## src/rtl/axi_stream_arbiter.sv

```systemverilog
// Round-robin arbiter merging NUM_INPUTS AXI-Stream slaves onto one master port.
// Latency: 1 cycle request-to-grant, 0 cycles data (pure mux), one IDLE bubble per grant.
// Backpressure: master tready is passed straight to the granted slave; all others see 0.
module axi_stream_arbiter #(
    parameter int NUM_INPUTS  = 4,
    parameter int TDATA_WIDTH = 16,
    parameter int TUSER_WIDTH = 1,
    parameter bit USE_TLAST   = 1
) (
    input  logic                               aclk,
    input  logic                               areset,
    input  logic [NUM_INPUTS*TDATA_WIDTH-1:0]  tdata_s_in,
    input  logic [NUM_INPUTS*(TDATA_WIDTH/8)-1:0] tstrb_s_in,
    input  logic [NUM_INPUTS-1:0]              tlast_s_in,
    input  logic [NUM_INPUTS*TUSER_WIDTH-1:0]  tuser_s_in,
    input  logic [NUM_INPUTS-1:0]              tvalid_s_in,
    output logic [NUM_INPUTS-1:0]              tready_s_out,
    output logic [TDATA_WIDTH-1:0]             tdata_m_out,
    output logic [TDATA_WIDTH/8-1:0]           tstrb_m_out,
    output logic                               tlast_m_out,
    output logic [TUSER_WIDTH-1:0]             tuser_m_out,
    output logic                               tvalid_m_out,
    input  logic                               tready_m_in,
    output logic [NUM_INPUTS-1:0]              grant_out,
    output logic                               busy_out
);
    localparam int IDX_W  = $clog2(NUM_INPUTS);
    localparam int STRB_W = TDATA_WIDTH / 8;

    typedef enum logic {IDLE, GRANT} state_t;

    typedef struct packed {
        logic [TDATA_WIDTH-1:0] tdata;
        logic [STRB_W-1:0]      tstrb;
        logic                   tlast;
        logic [TUSER_WIDTH-1:0] tuser;
        logic                   tvalid;
    } beat_t;

    state_t           state, state_nxt;
    logic [IDX_W-1:0] last_grant, last_grant_nxt;
    logic [IDX_W-1:0] grant_idx, grant_idx_nxt;
    logic [IDX_W-1:0] cand, sel_idx;
    logic             sel_found;
    logic             xfer;
    beat_t            m_beat;

    // Search starts one past the previous winner so every requester gets a turn.
    always_comb begin
        sel_found = 1'b0;
        sel_idx   = '0;
        cand      = '0;
        for (int off = 1; off <= NUM_INPUTS; off++) begin
            cand = IDX_W'((int'(last_grant) + off) % NUM_INPUTS);
            if (!sel_found && tvalid_s_in[cand]) begin
                sel_found = 1'b1;
                sel_idx   = cand;
            end
        end
    end

    always_comb begin
        m_beat       = '0;
        grant_out    = '0;
        tready_s_out = '0;
        if (state == GRANT) begin
            for (int i = 0; i < NUM_INPUTS; i++) begin
                if (grant_idx == IDX_W'(i)) begin
                    m_beat.tdata    = tdata_s_in[i*TDATA_WIDTH +: TDATA_WIDTH];
                    m_beat.tstrb    = tstrb_s_in[i*STRB_W +: STRB_W];
                    m_beat.tlast    = tlast_s_in[i];
                    m_beat.tuser    = tuser_s_in[i*TUSER_WIDTH +: TUSER_WIDTH];
                    m_beat.tvalid   = tvalid_s_in[i];
                    grant_out[i]    = 1'b1;
                    tready_s_out[i] = tready_m_in;
                end
            end
        end
    end

    assign tdata_m_out  = m_beat.tdata;
    assign tstrb_m_out  = m_beat.tstrb;
    assign tlast_m_out  = m_beat.tlast;
    assign tuser_m_out  = m_beat.tuser;
    assign tvalid_m_out = m_beat.tvalid;
    assign busy_out     = (state == GRANT);
    assign xfer         = m_beat.tvalid & tready_m_in;

    always_comb begin
        state_nxt      = state;
        last_grant_nxt = last_grant;
        grant_idx_nxt  = grant_idx;
        case (state)
            IDLE: begin
                if (sel_found) begin
                    state_nxt     = GRANT;
                    grant_idx_nxt = sel_idx;
                end
            end
            GRANT: begin
                if (xfer && (USE_TLAST == 1'b0 || m_beat.tlast)) begin
                    state_nxt      = IDLE;
                    last_grant_nxt = grant_idx;
                end
            end
            default: state_nxt = IDLE;
        endcase
    end

    always_ff @(posedge aclk) begin
        if (areset) begin
            state      <= IDLE;
            last_grant <= IDX_W'(NUM_INPUTS - 1);
            grant_idx  <= '0;
        end else begin
            state      <= state_nxt;
            last_grant <= last_grant_nxt;
            grant_idx  <= grant_idx_nxt;
        end
    end
endmodule
```

## config.mk

```make
export PLATFORM = sky130hd
export DESIGN_NAME = axi_stream_arbiter
export DESIGN_NICKNAME = d
export VERILOG_FILES = /design/src/rtl/axi_stream_arbiter.sv
export SDC_FILE = /design/constraint.sdc
export NUM_CORES = 1
export LEC_CHECK = 0
export CAP_MARGIN = 20
export CORE_UTILIZATION = 30
export CTS_CLUSTER_DIAMETER = 80
export DETAILED_ROUTE_END_ITERATION = 10
export PLACE_DENSITY_LB_ADDON = 0.05
export SLEW_MARGIN = 0
export SYNTH_ARGS = -nofsm -noshare
export SYNTH_HDL_FRONTEND = slang
export SYNTH_SLANG_ARGS = --single-unit
```

## constraint.sdc

```tcl
create_clock -name aclk -period 3.4 [get_ports aclk]
set_input_delay 0.34 -clock aclk [delete_from_list [all_inputs] [get_ports aclk]]
set_output_delay 0.34 -clock aclk [all_outputs]
set_load 0.005 [all_outputs]
```

---- Word-level counts from Yosys, hierarchy flattened ----
Index checks and enable logic that the tools add are counted.
storage, ports and cells
  register bits after elaboration ......... 5
  bits in latches ......................... 0
  RAM bits ................................ 0
  ROM bits ................................ 0
  input bits .............................. 87
  output and inout bits ................... 30
  word-level logic and storage cells ...... 60
  memories kept ........................... 0
cells by class
  $add $sub $neg .......................... 4
  $mul .................................... 0
  div/mod/pow operators ................... 0
  magnitude comparators ................... 4
  eq/ne operators ......................... 3
  shift-type cells ........................ 0
  multiplexer cells ....................... 34
  bitwise gates (word level) .............. 2
  reduce and logical (&&, ||, !) cells .... 10
operators with widths
  kind                                                                    count
  21-bit two-way mux                                                      5
  1-bit two-way mux                                                       18
  2-bit by 3-bit < comparator with 1-bit output (second input constant)   4
  1-bit binary-select mux with 2-bit select                               4
  2-bit two-way mux                                                       4
  4-bit two-way mux                                                       2
  2-bit by 1-bit adder with 2-bit output (second input constant)          2
  2-bit adder (second input constant)                                     2
  2-bit equality test (second input constant)                             2
  1-bit logical AND                                                       4
  2-bit AND reduction                                                     2
  1-bit logical NOT                                                       3
  2-bit by 1-bit equality test with 1-bit output (second input constant)  1
  2-bit logical NOT                                                       1
  1-bit one-hot mux with 2 select lines                                   1
  1-bit AND                                                               1
  1-bit NOT                                                               1

---- Logic depth before layout (Yosys ltp) ----
Gate-level depths: netlist (run 1).
  depth after elaboration ................. 15
  depth in mapped cells ................... 6
  gate-level depth less buffers ........... 4

---- Least setup slack after synthesis (run 1) ----
No wires, ideal clock.
  path kind ............................... flip-flop to output port
  start point ............................. register grant_idx[0]
  end point ............................... output port tdata_m_out[13]
  arrival ................................. 1.267 ns
  setup slack ............................. 1.793 ns
  stages on the path, launching flop included .. 5
  path buffers ............................ 2
  cells stage by stage .................... dfxtp_1 -> buf_6 -> buf_2 -> mux4_2 -> and2_1
between the ends
  longest elaborated chain between the ends .. 6
RTL lines
  item                              RTL line  source
  start, declared                   42        logic [IDX_W-1:0] grant_idx, grant_idx_nxt;
  start signal, assigned            118       grant_idx <= grant_idx_nxt;
  2-bit logical NOT                 68        if (grant_idx == IDX_W'(i)) begin
  21-bit two-way mux (3 in series)  68
  21-bit two-way mux (*)            68
  21-bit two-way mux (*)            66        if (state == GRANT) begin
  end, declared                     18        output logic [TDATA_WIDTH-1:0] tdata_m_out,
Mark *: on every way between the ends. The rest lies on a longest branch, timed or not.

---- Final worst setup path (run 1) ----
  start point ............................. register grant_idx[0]
  end point ............................... output port tdata_m_out[3]
Same word-level chain as after synthesis.

==> results.toml, run 1 <==
[layout]
layout-drive-gt1-share = 0.0926
layout.nets = 304
final_cell_mix = "116 x clkdlybuf4s50_1, 19 x and2_1, 11 x mux4_2, 11 x nor2_1, 8 x mux4_1"
final_common_cell = "clkdlybuf4s50_1"
fillers = 297
final_cells = 262
syn_to_final_growth_pct = 112
antenna_cells = 0

[pwr]
p_seq_frac = 0.172
comb_power_share = 0.680
internal-power_uw = 365
p_sw_frac = 0.297
power.density_nw_per_um2 = 231
ir_drop_mv = 0.193
finalPower_uw = 520
p_clk_frac = 0.148
p_leak_nw = 0.821
p_sw_uw = 154

[critical_path]
worstPathArrival_ns = 2.24
reg2reg_depth = 5
critPathMaxFanout = 22
path_delay_family = "flip-flops"
start_kind = "flip-flop"
endpoint_kind = "output port"
path_class = "flip-flop to output port"
cp-startpoint = "grant_idx[0]$_SDFFE_PP0P_"
timing.rr.start = "grant_idx[0]$_SDFFE_PP0P_"
cp_slowest_cell = "dfxtp_2"
cp.depth = 3
cp_data_required_time_ns = 3.06
rrSetupSlack_ns = 1.62
slowest_delay_ns = 0.74
worstPathCellList = "mux4_1 -> and2_1 -> clkdlybuf4s50_1"
crit_buf_inv = 1
critical_path.endpoint = "tdata_m_out[3]"
worstReg2RegEnd = "busy_out$_SDFF_PP0_"

[sta]
fin_crit_ns = 2.58
tightest_slew_ns = 0.641
rsz0062_at_grt = "false"
finalCritPeriodShare = 0.759
setup_tns_ns = 0
fmax_mhz = 387
finalHoldViolCount = 0
timing.final.ws_setup_ns = 0.818
slew_headroom = 0.573
finalClockSkew_ns = 0.0104
finalSetupViolCount = 0
finalMaxSlewViolations = 0

[place]
post-place-ws_ns = 1.07
place_inst = 258
hpwl_um = 3380
port_buffers = 116
gp_congestion = 0.781

[floorplanning]
core_area_um2 = 3360
num_rows = 21
die_w_um = 61.4
dieHeight_um = 61.4
initial_core_util = 0.315
dieArea_um2 = 3770
io_pins = 117

[logic_synthesis]
synthMuxAreaShare = 0.489
synth_area_um2 = 1060
ys_ff_latch = 5
postSynthCellCount = 104
synth-simple-area-share = 0.253
synth_nets = 191
synth_top_family_by_area = "multiplexers"
synth_edf_count = 0
synth_compound_area_frac = 0.0757
synthArstFlopShare = 0
synthXorXnorAreaFrac = 0
synth_flop_cell = "dfxtp_1"
syn_area_per_cell_um2 = 10.2
ys_warn_count = 0
yosys.area_share.adder = 0
synthDistinctLibCells = 30
seq_area_frac_synth = 0.0946

[global_routing]
grt_antenna_before_repair = 0
grt_max_degree = 24
grt_pass1_wl_um = 5770
grt_pass1_vias = 1364
gr-total-overflow = 0
track_usage = 0.209

[clock_network]
root_buffer = "clkbuf_4"
clk_pin_slew_ns = 0.05
cts_tree = "built"
worst_skew_pair.late_latency_ns = 0.27
cts_buffers = 3
cts_resized = 0
post-cts-setup-buffers = 0
h-tree-depth = 1
clk_path_buf_depth = 2
cts_num_sinks = 5
holdBufCountCts = 0

[route]
vias = 1325
drcViolationCount = 0
first_iter_violations = 47
dr.pass1.iters = 4
viasPerCell = 5.06
wirelength_um = 4090
ant_nets = 0
detail_route.wl_per_cell_um = 15.6

[outcome]
status = "finished, final reports clean"

[flow_run]
cap_violations = 0

[min_path]
timing.hold.worst.class = "flip-flop to flip-flop"
tightest hold or removal path, cell delays in order, from the launching register on:
cell and delay (ns):
dfxtp_1 0.32, nor2_1 0.12, mux2i_1 0.08
synthesized netlist by cell type (2+ instances only):
cell type   n  share of area
and2_1     19           0.11
mux4_2     11           0.23
nor2_1     11          0.039
mux4_1      8           0.20
mux2i_1     6          0.057
dfxtp_1     5          0.095
buf_2       4          0.019
nand2_1     4          0.014
nand2b_1    4          0.024
and3_1      3          0.018
clkbuf_1    3          0.011
inv_1       3          0.011
nor3_1      3          0.014
a21oi_1     2         0.0095
nor3b_1     2          0.014
o21ai_0     2         0.0095
registers in the layout (all words and copies together) (netlist names):
name	flops
grant_idx	2
last_grant	2
busy_out	1
area by class of cell:
type | instances | area [µm²] | share of cell area
multi-input cells | 85 | 866 | 0.386
clock buffers | 4 | 26.3 | 0.0117
flip-flops and latches | 5 | 101 | 0.0451
inverters | 3 | 11.3 | 0.00501
well taps | 46 | 57.6 | 0.0256
repair buffers | 119 | 1180 | 0.527
layer usage:
layer	share of wire	global-route usage
met2	0.57	0.429
met1	0.34	0.198
met3	0.085	0.0441
met4	0.0098	0.0794
met5	0	0
worst min-delay path by stage:
stage | slack (ns) | to | cells after the start | from
5_1_grt | 0.61 | last_grant[1]$_SDFFE_PP1P_ | 2 | last_grant[1]$_SDFFE_PP1P_
4_1_cts | 0.58 | last_grant[1]$_SDFFE_PP1P_ | 2 | last_grant[1]$_SDFFE_PP1P_
3_3_place_gp | 0.53 | last_grant[0]$_SDFFE_PP1P_ | 2 | last_grant[0]$_SDFFE_PP1P_
2_1_floorplan | 0.51 | last_grant[0]$_SDFFE_PP1P_ | 2 | last_grant[0]$_SDFFE_PP1P_
3_5_place_dp | 0.54 | last_grant[0]$_SDFFE_PP1P_ | 2 | last_grant[0]$_SDFFE_PP1P_
6_report | 0.57 | last_grant[0]$_SDFFE_PP1P_ | 2 | last_grant[0]$_SDFFE_PP1P_
per-stage QoR:
step | area, µm² | hold slack, ns | util
floorplan | 1060 | 0.507 | -
global placement | 2220 | 0.531 | 0.660
detailed placement | 2220 | 0.545 | 0.660
CTS | 2250 | 0.582 | 0.668
global route | 2250 | 0.609 | 0.668
finish | 2250 | 0.567 | 0.668
power by group through the flow:
stage	logic [mW]	registers (mW)	clock network, mW
CTS	0.358	0.0906	0.0785
floorplan	0.180	0.0690	0
finish	0.353	0.0894	0.0766
global route	0.381	0.0936	0.0839
detailed placement	0.356	0.0915	0
global placement	0.345	0.0918	0
logic make-up after synthesis:
| kind of cell | after synthesis |
|---|---|
| AND/OR/NAND/NOR | 49 |
| buffers and inverters | 14 |
| AO/OA/AOI/OAI | 11 |
| flip-flops | 5 |
| multiplexers | 25 |
(Power assumes the default switching activity.)
==> run 2, diff against run 1 <==
--- a/config.mk
+++ b/config.mk
@@ -6,7 +6,7 @@
 export NUM_CORES = 1
 export LEC_CHECK = 0
 export CAP_MARGIN = 20
-export CORE_UTILIZATION = 30
+export CORE_UTILIZATION = 28
 export CTS_CLUSTER_DIAMETER = 80
 export DETAILED_ROUTE_END_ITERATION = 10
 export PLACE_DENSITY_LB_ADDON = 0.05
==> constraint.sdc (replaced) <==
create_clock -name aclk -period 2.65 [get_ports aclk]
set_input_delay 0.265 -clock aclk [delete_from_list [all_inputs] [get_ports aclk]]
set_output_delay 0.265 -clock aclk [all_outputs]
set_load 0.005 [all_outputs]
==> results.toml, run 2 (synthesis results as in run 1) <==
[floorplanning]
initial_core_util = 0.305
dieArea_um2 = 4030
core_area_um2 = 3470
num_rows = 21
die_w_um = 63.5
dieHeight_um = 63.5
io_pins = 117

[global_routing]
gr-total-overflow = 0
grt_pass1_wl_um = 6650
grt_antenna_before_repair = 0
grt_max_degree = 27
track_usage = 0.211
grt_pass1_vias = 1377

[route]
top_layer = "met4"
viasPerCell = 5.00
wl_met2_um = 2220
vias = 1314
wl_met1_um = 1550
wirelength_um = 4110
detail_route.wl_per_cell_um = 15.6
ant_nets = 0
dr.pass1.iters = 4
drcViolationCount = 0
route.met3.wl_um = 261
first_iter_violations = 42

[sta]
finalSetupViolCount = 0
slew_headroom = 0.675
finalCritPeriodShare = 0.826
finalClockSkew_ns = 0.00509
fmax_mhz = 457
fin_crit_ns = 2.19
finalHoldViolCount = 0
rsz0062_at_grt = "false"
setup_tns_ns = 0
tightest_slew_ns = 0.487
finalMaxSlewViolations = 0

[pwr]
power.density_nw_per_um2 = 316
ir_drop_mv = 0.363
finalPower_uw = 723
p_leak_nw = 0.837

[clock_network]
cts_resized = 0
clk_pin_slew_ns = 0.04
root_buffer = "clkbuf_8"
h-tree-depth = 1
post-cts-setup-buffers = 0
worst_skew_pair.late_latency_ns = 0.23
cts_tree = "built"
clk_path_buf_depth = 2
cts_buffers = 3
holdBufCountCts = 0
cts_num_sinks = 5

[layout]
final_area_um2 = 2280
final_common_cell = "clkdlybuf4s50_1"
layout-drive-gt1-share = 0.0968
final_cells = 263
syn_to_final_growth_pct = 116
post-route-util = 0.659
antenna_cells = 0
fillers = 297
layout.nets = 305
multi_input_area_um2 = 866
final_cell_mix = "116 x clkdlybuf4s50_1, 19 x and2_1, 11 x mux4_2, 11 x nor2_1, 8 x mux4_1"
regArea_um2 = 101

[min_path]
timing.hold.worst.class = "flip-flop to flip-flop"

[critical_path]
endpoint_kind = "output port"
critPathMaxFanout = 16
worstPathArrival_ns = 1.92
path_class = "flip-flop to output port"
start_kind = "flip-flop"
cp_data_required_time_ns = 2.38

[place]
hpwl_um = 3380
place_inst = 259
port_buffers = 116
placed_cell_area_um2 = 2240
gp_congestion = 0.780

[outcome]
status = "finished, final reports clean"

[flow_run]
cap_violations = 0
-- run 2: worst max-delay path, stage by stage, from the launching register on --
cell,delay [ns]
dfxtp_2,0.34
buf_4,0.23
mux4_2,0.52
and2_1,0.17
clkdlybuf4s50_1,0.43
-- run 2: cell type report --
| type | count | share of cell area |
|---|---|---|
| timing repair buffer | 120 | 0.527 |
| multi-input combinational | 85 | 0.379 |
| sequential | 5 | 0.0444 |
| tap | 46 | 0.0252 |
| clock buffer | 4 | 0.0197 |
| inverter | 3 | 0.00493 |
-- run 2: path summary, 6_finish.rpt --
path / startpoint / end / slack, ns / cells after the start
setup reg to reg: busy_out$_SDFF_PP0_ / busy_out$_SDFF_PP0_ / 1.11 / 4
hold reg to reg: grant_idx[1]$_SDFFE_PP0P_ / grant_idx[1]$_SDFFE_PP0P_ / 0.53 / 2
hold / removal: grant_idx[1]$_SDFFE_PP0P_ / grant_idx[1]$_SDFFE_PP0P_ / 0.53 / 2
setup / recovery: grant_idx[0]$_SDFFE_PP0P_ / tdata_m_out[13] / 0.46 / 4
-- run 2: layer usage --
metal,up-vias,global-route usage
met5,-,0
met4,0,0.0653
met3,6,0.0417
met2,61,0.419
met1,619,0.215
li1,628,-
-- run 2: per-stage QoR --
stage	hold slack (ns)	setup slack, ns
6_report	0.529	0.461
5_1_grt	0.559	0.373
4_1_cts	0.533	0.437
3_5_place_dp	0.523	0.560
3_3_place_gp	0.489	0.638
2_1_floorplan	0.502	1.12
-- run 2: where the power goes --
part	total (mW)	switching (mW)	internal, mW
Clock	0.143	0.0399	0.103
Combinational	0.481	0.144	0.337
Sequential	0.0985	0.0150	0.0836
Total	0.723	0.199	0.524
